$ cat src/rtl/booth_r4_pkg.sv
// Shared types for the radix-4 Booth sequential multiplier: Booth row operations,
// the triplet encoder and the controller state encoding.
package booth_r4_pkg;

    typedef enum logic [2:0] {
        ZERO,
        PA,
        P2A,
        NA,
        N2A
    } booth_op_e;

    typedef enum logic [1:0] {
        IDLE,
        RUN,
        DONE
    } mult_state_e;

    // Standard radix-4 recoding of {b[2i+1], b[2i], b[2i-1]}
    function automatic booth_op_e booth_enc(input logic [2:0] triplet);
        booth_op_e op;
        case (triplet)
            3'b001, 3'b010: op = PA;
            3'b011:         op = P2A;
            3'b100:         op = N2A;
            3'b101, 3'b110: op = NA;
            default:        op = ZERO;
        endcase
        return op;
    endfunction

endpackage

$ cat src/rtl/booth_r4_pp_row.sv
// Combinational Booth partial-product row: selects 0, +A, +2A, -A or -2A as a
// WIDTH+1-bit value, plus the true sign of that value for sign extension.
module booth_r4_pp_row
    import booth_r4_pkg::*;
#(
    parameter int WIDTH = 8
) (
    input  logic [WIDTH-1:0] a,
    input  booth_op_e        op,
    output logic [WIDTH:0]   row,
    output logic             row_neg
);

    logic [WIDTH:0] a_x1;
    logic [WIDTH:0] a_x2;
    logic           a_neg;
    logic           neg_of_a;

    assign a_x1     = {a[WIDTH-1], a};
    assign a_x2     = {a, 1'b0};
    assign a_neg    = a[WIDTH-1];
    assign neg_of_a = ~a[WIDTH-1] & (|a);

    // -2A with A = -2^(W-1) is +2^W, which the WIDTH+1-bit row wraps to the
    // same bit pattern as -2^W; row_neg carries the real sign so the
    // accumulator extends it correctly.
    always_comb begin
        row     = '0;
        row_neg = 1'b0;
        case (op)
            PA: begin
                row     = a_x1;
                row_neg = a_neg;
            end
            P2A: begin
                row     = a_x2;
                row_neg = a_neg;
            end
            NA: begin
                row     = -a_x1;
                row_neg = neg_of_a;
            end
            N2A: begin
                row     = -a_x2;
                row_neg = neg_of_a;
            end
            default: begin
                row     = '0;
                row_neg = 1'b0;
            end
        endcase
    end

endmodule

$ cat src/rtl/booth_r4_seq_mult.sv
// Iterative signed radix-4 Booth multiplier, one partial-product row per clock.
// Define BOOTH_APPROX_EN to add the trunc_k port and per-row low-column truncation.
module booth_r4_seq_mult
    import booth_r4_pkg::*;
#(
    parameter int WIDTH = 8,
    parameter int KW    = $clog2(2*WIDTH) + 1
) (
    input  logic               clk,
    input  logic               rst_n,
    input  logic               in_valid,
    output logic               in_ready,
    input  logic [WIDTH-1:0]   a_in,
    input  logic [WIDTH-1:0]   b_in,
`ifdef BOOTH_APPROX_EN
    input  logic [KW-1:0]      trunc_k,
`endif
    output logic               out_valid,
    input  logic               out_ready,
    output logic [2*WIDTH-1:0] prod
);

    localparam int N  = WIDTH / 2;
    localparam int CW = $clog2(N);

    mult_state_e          state_reg, state_next;
    logic [CW-1:0]        cnt_reg;
    logic [WIDTH-1:0]     a_reg;
    logic [WIDTH-1:0]     b_reg;
    logic [2*WIDTH-1:0]   acc_reg;

    logic                 accept;
    logic                 last_row;
    logic [WIDTH:0]       b_ext;
    logic [CW:0]          shamt;
    logic [2:0]           triplet;
    booth_op_e            op_sel;
    logic [WIDTH:0]       row;
    logic                 row_neg;
    logic [2*WIDTH-1:0]   row_ext;
    logic [2*WIDTH-1:0]   row_shifted;
    logic [2*WIDTH-1:0]   addend;

    assign accept   = in_valid && (state_reg == IDLE);
    assign last_row = (cnt_reg == CW'(N-1));

    // b[-1] = 0 sits below the captured multiplier
    assign b_ext   = {b_reg, 1'b0};
    assign shamt   = {cnt_reg, 1'b0};
    assign triplet = b_ext[shamt +: 3];
    assign op_sel  = booth_enc(triplet);

    booth_r4_pp_row #(
        .WIDTH (WIDTH)
    ) u_pp_row (
        .a       (a_reg),
        .op      (op_sel),
        .row     (row),
        .row_neg (row_neg)
    );

    assign row_ext     = {{(WIDTH-1){row_neg}}, row};
    assign row_shifted = row_ext << shamt;

`ifdef BOOTH_APPROX_EN
    logic [KW-1:0]      k_reg;
    logic [2*WIDTH-1:0] row_mask;

    // Column gi survives only when it is at or above the captured k
    for (genvar gi = 0; gi < 2*WIDTH; gi++) begin : g_mask
        assign row_mask[gi] = (int'(k_reg) <= gi);
    end

    assign addend = row_shifted & row_mask;
`else
    assign addend = row_shifted;
`endif

    always_comb begin
        state_next = state_reg;
        in_ready   = 1'b0;
        out_valid  = 1'b0;
        case (state_reg)
            IDLE: begin
                in_ready = 1'b1;
                if (in_valid) begin
                    state_next = RUN;
                end
            end
            RUN: begin
                if (last_row) begin
                    state_next = DONE;
                end
            end
            DONE: begin
                out_valid = 1'b1;
                if (out_ready) begin
                    state_next = IDLE;
                end
            end
            default: state_next = IDLE;
        endcase
    end

    always_ff @(posedge clk or negedge rst_n) begin
        if (!rst_n) begin
            state_reg <= IDLE;
            cnt_reg   <= '0;
            a_reg     <= '0;
            b_reg     <= '0;
            acc_reg   <= '0;
`ifdef BOOTH_APPROX_EN
            k_reg     <= '0;
`endif
        end else begin
            state_reg <= state_next;
            if (accept) begin
                a_reg   <= a_in;
                b_reg   <= b_in;
                cnt_reg <= '0;
                acc_reg <= '0;
`ifdef BOOTH_APPROX_EN
                k_reg   <= trunc_k;
`endif
            end else if (state_reg == RUN) begin
                acc_reg <= acc_reg + addend;
                cnt_reg <= last_row ? '0 : cnt_reg + 1'b1;
            end
        end
    end

    assign prod = acc_reg;

endmodule

$ cat config.mk
export PLATFORM = sky130hd
export DESIGN_NAME = booth_r4_seq_mult
export DESIGN_NICKNAME = d
export VERILOG_FILES = /design/src/rtl/booth_r4_pkg.sv /design/src/rtl/booth_r4_pp_row.sv /design/src/rtl/booth_r4_seq_mult.sv
export SDC_FILE = /design/constraint.sdc
export NUM_CORES = 1
export LEC_CHECK = 0
export ABC_AREA = 1
export CAP_MARGIN = 5
export CORE_UTILIZATION = 24
export DETAILED_ROUTE_END_ITERATION = 8
export PLACE_DENSITY = 0.5
export SLEW_MARGIN = 20
export SYNTH_ARGS = -nofsm -noshare
export SYNTH_HDL_FRONTEND = slang
export SYNTH_SLANG_ARGS = --single-unit
$ cat constraint.sdc
create_clock -name clk -period 5.3 [get_ports clk]
set_input_delay 1.06 -clock clk [delete_from_list [all_inputs] [get_ports clk]]
set_output_delay 1.06 -clock clk [all_outputs]
set_load 0.005 [all_outputs]
==> summary.md, run 1 <==
| Metric | Value |
|---|---|
| Gpl congestion | `between 0.8 and 0.9` |
| CTS H-tree lvls | `2` |
| Clk_skew | `0.00614 ns` |
| CP Class | `flop to flop` |
| Setup crit end kind | `flop` |
| Cts hold-fix bufs | `0` |
| Most common cell in the netlist | `nand2_1` |
| Status | `complete, no violations` |
| Pins over their slew limit | `0` |
| First-pass detailed-route iteration total | `5` |
| CTS Sinks | `36` |
| Die Width | `roughly 110 µm` |
| Avg WL per Cell | `~12 µm` |
| Drt first-iter violations | `120` |
| Port bufs | `37` |
| Mapped Area | `between 3000 and 4000 µm²` |
| Warnings from Yosys | `0` |
| Max-slew headroom | `~29%` |
| Die area | `about 13,000 µm²` |
| Top cells by count, synth | `145 x nand2_1, 44 x inv_1, 38 x nand3_1` |
| Vias in the first global route | `between 2,000 and 3,000` |
| Worst Path Arrival | `3.92 ns` |
| Vias per cell | `about 4.5` |
| Share of layout cells above drive strength 1 | `7.28%` |
| Core footprint | `12,200 µm²` |
| Final Hold Viols | `0` |
| First-pass GRT wire length | `13,600 µm` |
| Worst slew pin tran | `roughly 1.1 ns` |
| Bufs on Longest Clock Path | `2` |
| CP max stage cell | `dfrtp_1` |
| Post-synth ARST share | `100%` |
| Critical Path Max Stage Delay | `0.79 ns` |
| Synth-to-Final Area Change | `21.7%` |
| Detail Route Antenna Nets | `0` |
| Largest net degree at the start of global routing | `37` |
| CTS tree | `done` |
| Final HPWL DP | `just over 6000 µm` |
| Gr usage total | `13.1%` |
| Root Driver | `clkbuf_16` |
| Post-cts sizing count | `0` |
| Final wirelength | `7800 µm` |
| Initial antenna violation count | `0` |
| Synth Instances | `between 400 and 500` |
| Distinct cell type count after synthesis | `38` |
| Initial core utilization | `24.9%` |
| Synth area leaders | `dfrtp_1 30%, nand2_1 18%, ha_1 8.3%` |
| RSZ-0062 raised after global routing | `false` |
| WP data required | `5.50 ns` |
| Synthesized area per cell | `about 6.8 µm²` |
| Gr ovfl total | `0` |
| IO Pins | `38` |
| Number of flip-flops in the largest register | `16` |
| Post-synth EDFFs | `0` |
| Critical Path Start Type | `flop` |
| Final-stage net count | `around 520` |
| Final Cycle Share | `a little over two thirds` |
| Hold Path Class | `flop to flop` |
| Register area share after synthesis | `just under 30%` |
| Postcts setup bufs | `0` |
| Max cap viols | `0` |
| DR vias | `approximately 2,900` |
| Net Count, Synth | `just under 500` |
| Crit-path max FO | `22` |
| Final critical-path required period | `approximately 3.7 ns` |
| Diode count | `0` |
| Num CTS Buffers | `5` |
| Crit path top cell by count | `nand2_1` |
| CTS clock-pin slew for the worst setup and hold paths | `0.06 ns` |
| Peak Freq | `~0.27 GHz` |
| Top FF cell, synth | `dfrtp_1` |
| Die Y | `114 µm` |
| #FFs+latches synth | `36` |
| CP Cell Sequence | `inv_2 > nand2_2 > nand2_1 > nand2_2 > nand2_4 > nand2_4 > nand2_1 > nor2_2 > nand2_1 > nand3_1 > nand2_1 > nor2_1 > fa_1 > nand2_1 > nand3_1 > o21ai_0 > o21ai_0 > nand3_1 > nand3_1 > nand2_1 > o21ai_0` |
| Yosys top cell by area | `dfrtp_1` |
| Setup tns final | `0 ns` |
| FP Rows | `40` |
| Yosys top cell area share | `between 20% and 30%` |
| Finish-stage setup viols | `0` |
| Drc violations | `0` |
| Later-pin clock latency in the skew report | `around 0.29 ns` |
-- path summary, 6_finish.rpt --
kind,startpoint,end,slack (ns),cells after the start
min reg2reg,b_reg[7]$_DFFE_PN0P_,b_reg[7]$_DFFE_PN0P_,0.50,2
max,cnt_reg[0]$_DFFE_PN0P_,prod[14]$_DFFE_PN0P_,1.58,21
min in group asynchronous,rst_n,a_reg[0]$_DFFE_PN0P_,0.88,1
max reg2reg,cnt_reg[0]$_DFFE_PN0P_,prod[14]$_DFFE_PN0P_,1.58,21
min,b_reg[7]$_DFFE_PN0P_,b_reg[7]$_DFFE_PN0P_,0.50,2
max in group asynchronous,rst_n,prod[9]$_DFFE_PN0P_,3.88,1
-- kinds of logic after synthesis --
family          synth area share, %
compound gates                 12.8
xor+xnor                       1.16
simple gates                   39.0
flops                          29.7
fa+ha+maj                      8.92
buf+inv                        8.42
-- cells in the final DEF (no fill, tap or decap), types with 5 or more instances in the layout --
| cell type | Yosys | routed |
|---|---|---|
| a21oi_1 | 21 | 21 |
| clkbuf_16 | 0 | 5 |
| clkdlybuf4s50_1 | 0 | 36 |
| dfrtp_1 | 36 | 36 |
| ha_1 | 20 | 20 |
| inv_1 | 44 | 44 |
| nand2_1 | 145 | 145 |
| nand3_1 | 38 | 38 |
| nand4_1 | 19 | 19 |
| nor2_1 | 30 | 30 |
| o21ai_0 | 33 | 33 |
-- per-stage QoR --
| step | utilization [%] | hold WS [ns] | setup WS (ns) | area (µm²) | std cells |
|---|---|---|---|---|---|
| finish | 30.3 | 0.496 | 1.58 | 3690 | 649 |
| global route | 30.3 | 0.522 | 1.00 | 3690 | 649 |
| CTS | 30.3 | 0.503 | 1.56 | 3690 | 649 |
| detailed placement | 29.1 | 0.486 | 1.61 | 3540 | 641 |
| global placement | 29.1 | 0.473 | 1.70 | 3540 | 641 |
| floorplan | - | 0.449 | 2.25 | 3030 | 447 |
-- metal layers --
layer	wire length (µm)	up-vias	GRT usage [%]
li1	-	1549	-
met1	3720	1311	16.4
met2	3740	44	23.0
met3	214	10	2.17
met4	125	0	3.90
met5	0	-	0
-- critical path, delay by kind of cell (launching register included) --
kind | cells | cell delay [ns]
flops | 1 | 0.79
compound gates | 3 | 0.72
buf+inv | 1 | 0.29
fa+ha+maj | 1 | 0.23
simple gates | 16 | 1.62
-- layout make-up --
class	count	area (µm²)
Tap cell	168	210
Inverter	47	181
Clock inverter	2	10.0
Fill cell	1332	8470
Sequential cell	36	901
Multi-Input combinational cell	352	1870
Clock buffer	6	139
Timing Repair Buffer	38	373
Power of run 1 is left out: the tool's default activity adds up to more than one toggle a clock period on the data nets, which glitch-free logic cannot reach.
==> run 2: changes to the inputs <==
Settings changed: PLACE_DENSITY 0.5 to 0.51.
Clock period 5.3 ns to 3.1 ns, I/O delays scaled along.
==> run 2 against run 1 <==
  * Setup slack got worse by 1.5 ns
  * Routed wire length increased by 15%
  * Maximum frequency increased by 24%
  * Critical path depth is 1 higher
  * Clock skew decreased by 0.0022 ns
  * Global-route usage grew 0.50 points
  * Die area unchanged
  * Critical path type unchanged
  * Highest routed layer unchanged
==> summary.md, run 2 (synthesis gave the netlist of run 1 again) <==
| Metric | Value |
|---|---|
| Gr usage total | `13.6% (was 13.1%)` |
| Diode count | `0 (unchanged)` |
| Later-pin clock latency in the skew report | `0.28 ns (was 0.29 ns)` |
| Synth-to-Final Area Change | `51.0% (was 21.7%)` |
| Max cap viols | `0 (unchanged)` |
| Drc violations | `0 (unchanged)` |
| Die Y | `114 µm (unchanged)` |
| Status | `complete, no violations (unchanged)` |
| R2R depth | `22 (was 21)` |
| CP max stage cell | `dfrtp_2 (was dfrtp_1)` |
| Cts hold-fix bufs | `0 (unchanged)` |
| Detail Route Antenna Nets | `0 (unchanged)` |
| Final wirelength | `8960 µm (was 7800 µm)` |
| Number of flip-flops in the largest register | `16 (unchanged)` |
| Most frequent cells in the layout | `129 x nand2_1, 58 x buf_4, 36 x inv_1, 36 x clkdlybuf4s50_1, 34 x dfrtp_1 (was 145 x nand2_1, 44 x inv_1, 38 x nand3_1)` |
| CP Cell Sequence | `buf_6 > nand2_2 > nand2_2 > a21oi_2 > nand2_2 > nor2_4 > nand2_1 > nand2_1 > inv_2 > nand4_1 > nand3_1 > nand2_1 > ha_4 > nand2_1 > inv_1 > a21oi_2 > nand2_4 > a21o_1 > nand2_1 > nand3_1 > nand3_1 > nand2_1 (was inv_2 > nand2_2 > nand2_1 > nand2_2 > nand2_4 > nand2_4 > nand2_1 > nor2_2 > nand2_1 > nand3_1 > nand2_1 > nor2_1 > fa_1 > nand2_1 > nand3_1 > o21ai_0 > o21ai_0 > nand3_1 > nand3_1 > nand2_1 > o21ai_0)` |
| Critical Path Max Stage Delay | `0.45 ns (was 0.79 ns)` |
| Crit path top cell by count | `nand2_1 (unchanged)` |
| Crit-path max FO | `6 (was 22)` |
| Final-stage net count | `581 (was 521)` |
| Reg area | `903 µm² (was 901 µm²)` |
| Final critical-path required period | `3.01 ns (was 3.72 ns)` |
| Critical path buffer and inverter count | `3 (was 1)` |
| Die Width | `114 µm (unchanged)` |
| Worst Path Arrival | `3.19 ns (was 3.92 ns)` |
| CP Class | `flop to flop (unchanged)` |
| Setup crit end kind | `flop (unchanged)` |
| Share of layout cells above drive strength 1 | `30.7% (was 7.28%)` |
| Finish-stage setup viols | `0 (unchanged)` |
| FP Rows | `40 (unchanged)` |
| Pins over their slew limit | `0 (unchanged)` |
| Commonest non-fill, non-tap cell in the layout | `nand2_1 (unchanged)` |
| Fillers | `1,271 (was 1,332)` |
| Delay-heaviest family, CP | `simple AND/OR/NAND/NOR gates (unchanged)` |
| Final HPWL DP | `6570 µm (was 6110 µm)` |
| RR Endpoint | `prod[13]$_DFFE_PN0P_ (was prod[14]$_DFFE_PN0P_)` |
| Clk_skew | `0.00390 ns (was 0.00614 ns)` |
| Layout Utilization | `37.6% (was 30.3%)` |
| Critical Path Start Type | `flop (unchanged)` |
| RSZ-0062 raised after global routing | `true (was false)` |
| Worst slew pin tran | `0.880 ns (was 1.06 ns)` |
| Max-slew headroom | `41.4% (was 29.2%)` |
| IO Pins | `38 (unchanged)` |
| Hold Path Class | `primary input to async pin (was flop to flop)` |
| Drt first-iter violations | `166 (was 120)` |
| Final Cycle Share | `97.2% (was 70.2%)` |
| DR vias | `3,278 (was 2,914)` |
| First-pass detailed-route iteration total | `4 (was 5)` |
| R2R Setup Slk | `0.09 ns (was 1.58 ns)` |
| Vias in the first global route | `3,106 (was 2,907)` |
| CTS H-tree lvls | `2 (unchanged)` |
| Multi-input logic area | `2260 µm² (was 1870 µm²)` |
| Avg WL per Cell | `12.6 µm (was 12.0 µm)` |
| Root Driver | `clkbuf_16 (unchanged)` |
| CTS tree | `done (unchanged)` |
| Final Hold Viols | `0 (unchanged)` |
| Peak Freq | `0.332 GHz (was 0.269 GHz)` |
| Initial antenna violation count | `0 (unchanged)` |
| Core footprint | `12,200 µm² (unchanged)` |
| Port bufs | `37 (unchanged)` |
| Num CTS Buffers | `5 (unchanged)` |
| Reg-to-Reg Start | `cnt_reg[0]$_DFFE_PN0P_ (unchanged)` |
| Initial core utilization | `24.9% (unchanged)` |
| Vias per cell | `4.62 (was 4.49)` |
| Largest net degree at the start of global routing | `37 (unchanged)` |
| CTS Sinks | `36 (unchanged)` |
| Die area | `13,100 µm² (unchanged)` |
| Bufs on Longest Clock Path | `2 (unchanged)` |
| Gr ovfl total | `0 (unchanged)` |
| Gpl congestion | `0.874 (was 0.871)` |
| WP data required | `3.28 ns (was 5.50 ns)` |
| First-pass GRT wire length | `14,300 µm (was 13,600 µm)` |
| CTS clock-pin slew for the worst setup and hold paths | `0.06 ns (about the same)` |
[run 2: changes by cell type in the layout (fill, tap and decap cells not counted), moves of 8 or more]
cell,change
ha_4,+10
nand2_1,-16
ha_1,-11
a21oi_2,+9
inv_1,-8
nand2_2,+12
a21oi_1,-10
o21ai_0,-9
buf_4,+57
[run 2: layout make-up]
class	count	area share [%]
clock inverter	3	0.930
sequential	36	19.7
multi-input combinational	352	49.5
tap	168	4.59
clock buffer	5	2.73
timing repair buffer	98	18.4
inverter	47	4.07
[run 2: what timing repair did]
action / CTS / global route
gates cloned: 0 / 0
pin swaps: 7 / 44
setup buffers: 5 / 13
resized for setup: 18 / 83
endpoints found under the setup margin: 7 / 11
[run 2: stage by stage]
step                      setup WS [ns]  instance area (µm²)  instances  hold WS (ns)   TNS, ns
final                            0.0863                 4580        709         0.459         0
after global routing             -0.136                 4580        709         0.520    -0.561
after CTS                      -0.00450                 4110        696         0.491  -0.00450
after detailed placement         -0.206                 3850        683         0.474    -0.622
after global placement           -0.170                 3850        683         0.468    -0.392
after floorplan                  0.0550                 3030        447         0.324         0
[run 2: worst max-delay path by stage]
stage                                      start              endpoint  cells past startpoint
after floorplan             a_reg[0]$_DFFE_PN0P_  prod[15]$_DFFE_PN0P_                     22
after global routing        a_reg[0]$_DFFE_PN0P_  prod[15]$_DFFE_PN0P_                     22
after detailed placement    a_reg[0]$_DFFE_PN0P_  prod[15]$_DFFE_PN0P_                     21
final                     cnt_reg[0]$_DFFE_PN0P_  prod[13]$_DFFE_PN0P_                     22
after global placement      a_reg[0]$_DFFE_PN0P_  prod[15]$_DFFE_PN0P_                     22
after CTS                   a_reg[0]$_DFFE_PN0P_  prod[15]$_DFFE_PN0P_                     21
[run 2: routing by layer]
metal  GRT usage [%]  vias to the layer above  share of wire, %
li1                -                     1669                 -
met1            17.2                     1550                45
met2            24.3                       50                51
met3            2.06                        9               3.2
met4            2.86                        0               1.0
met5               0                        -                 0
Power of run 2 is left out for the same reason.
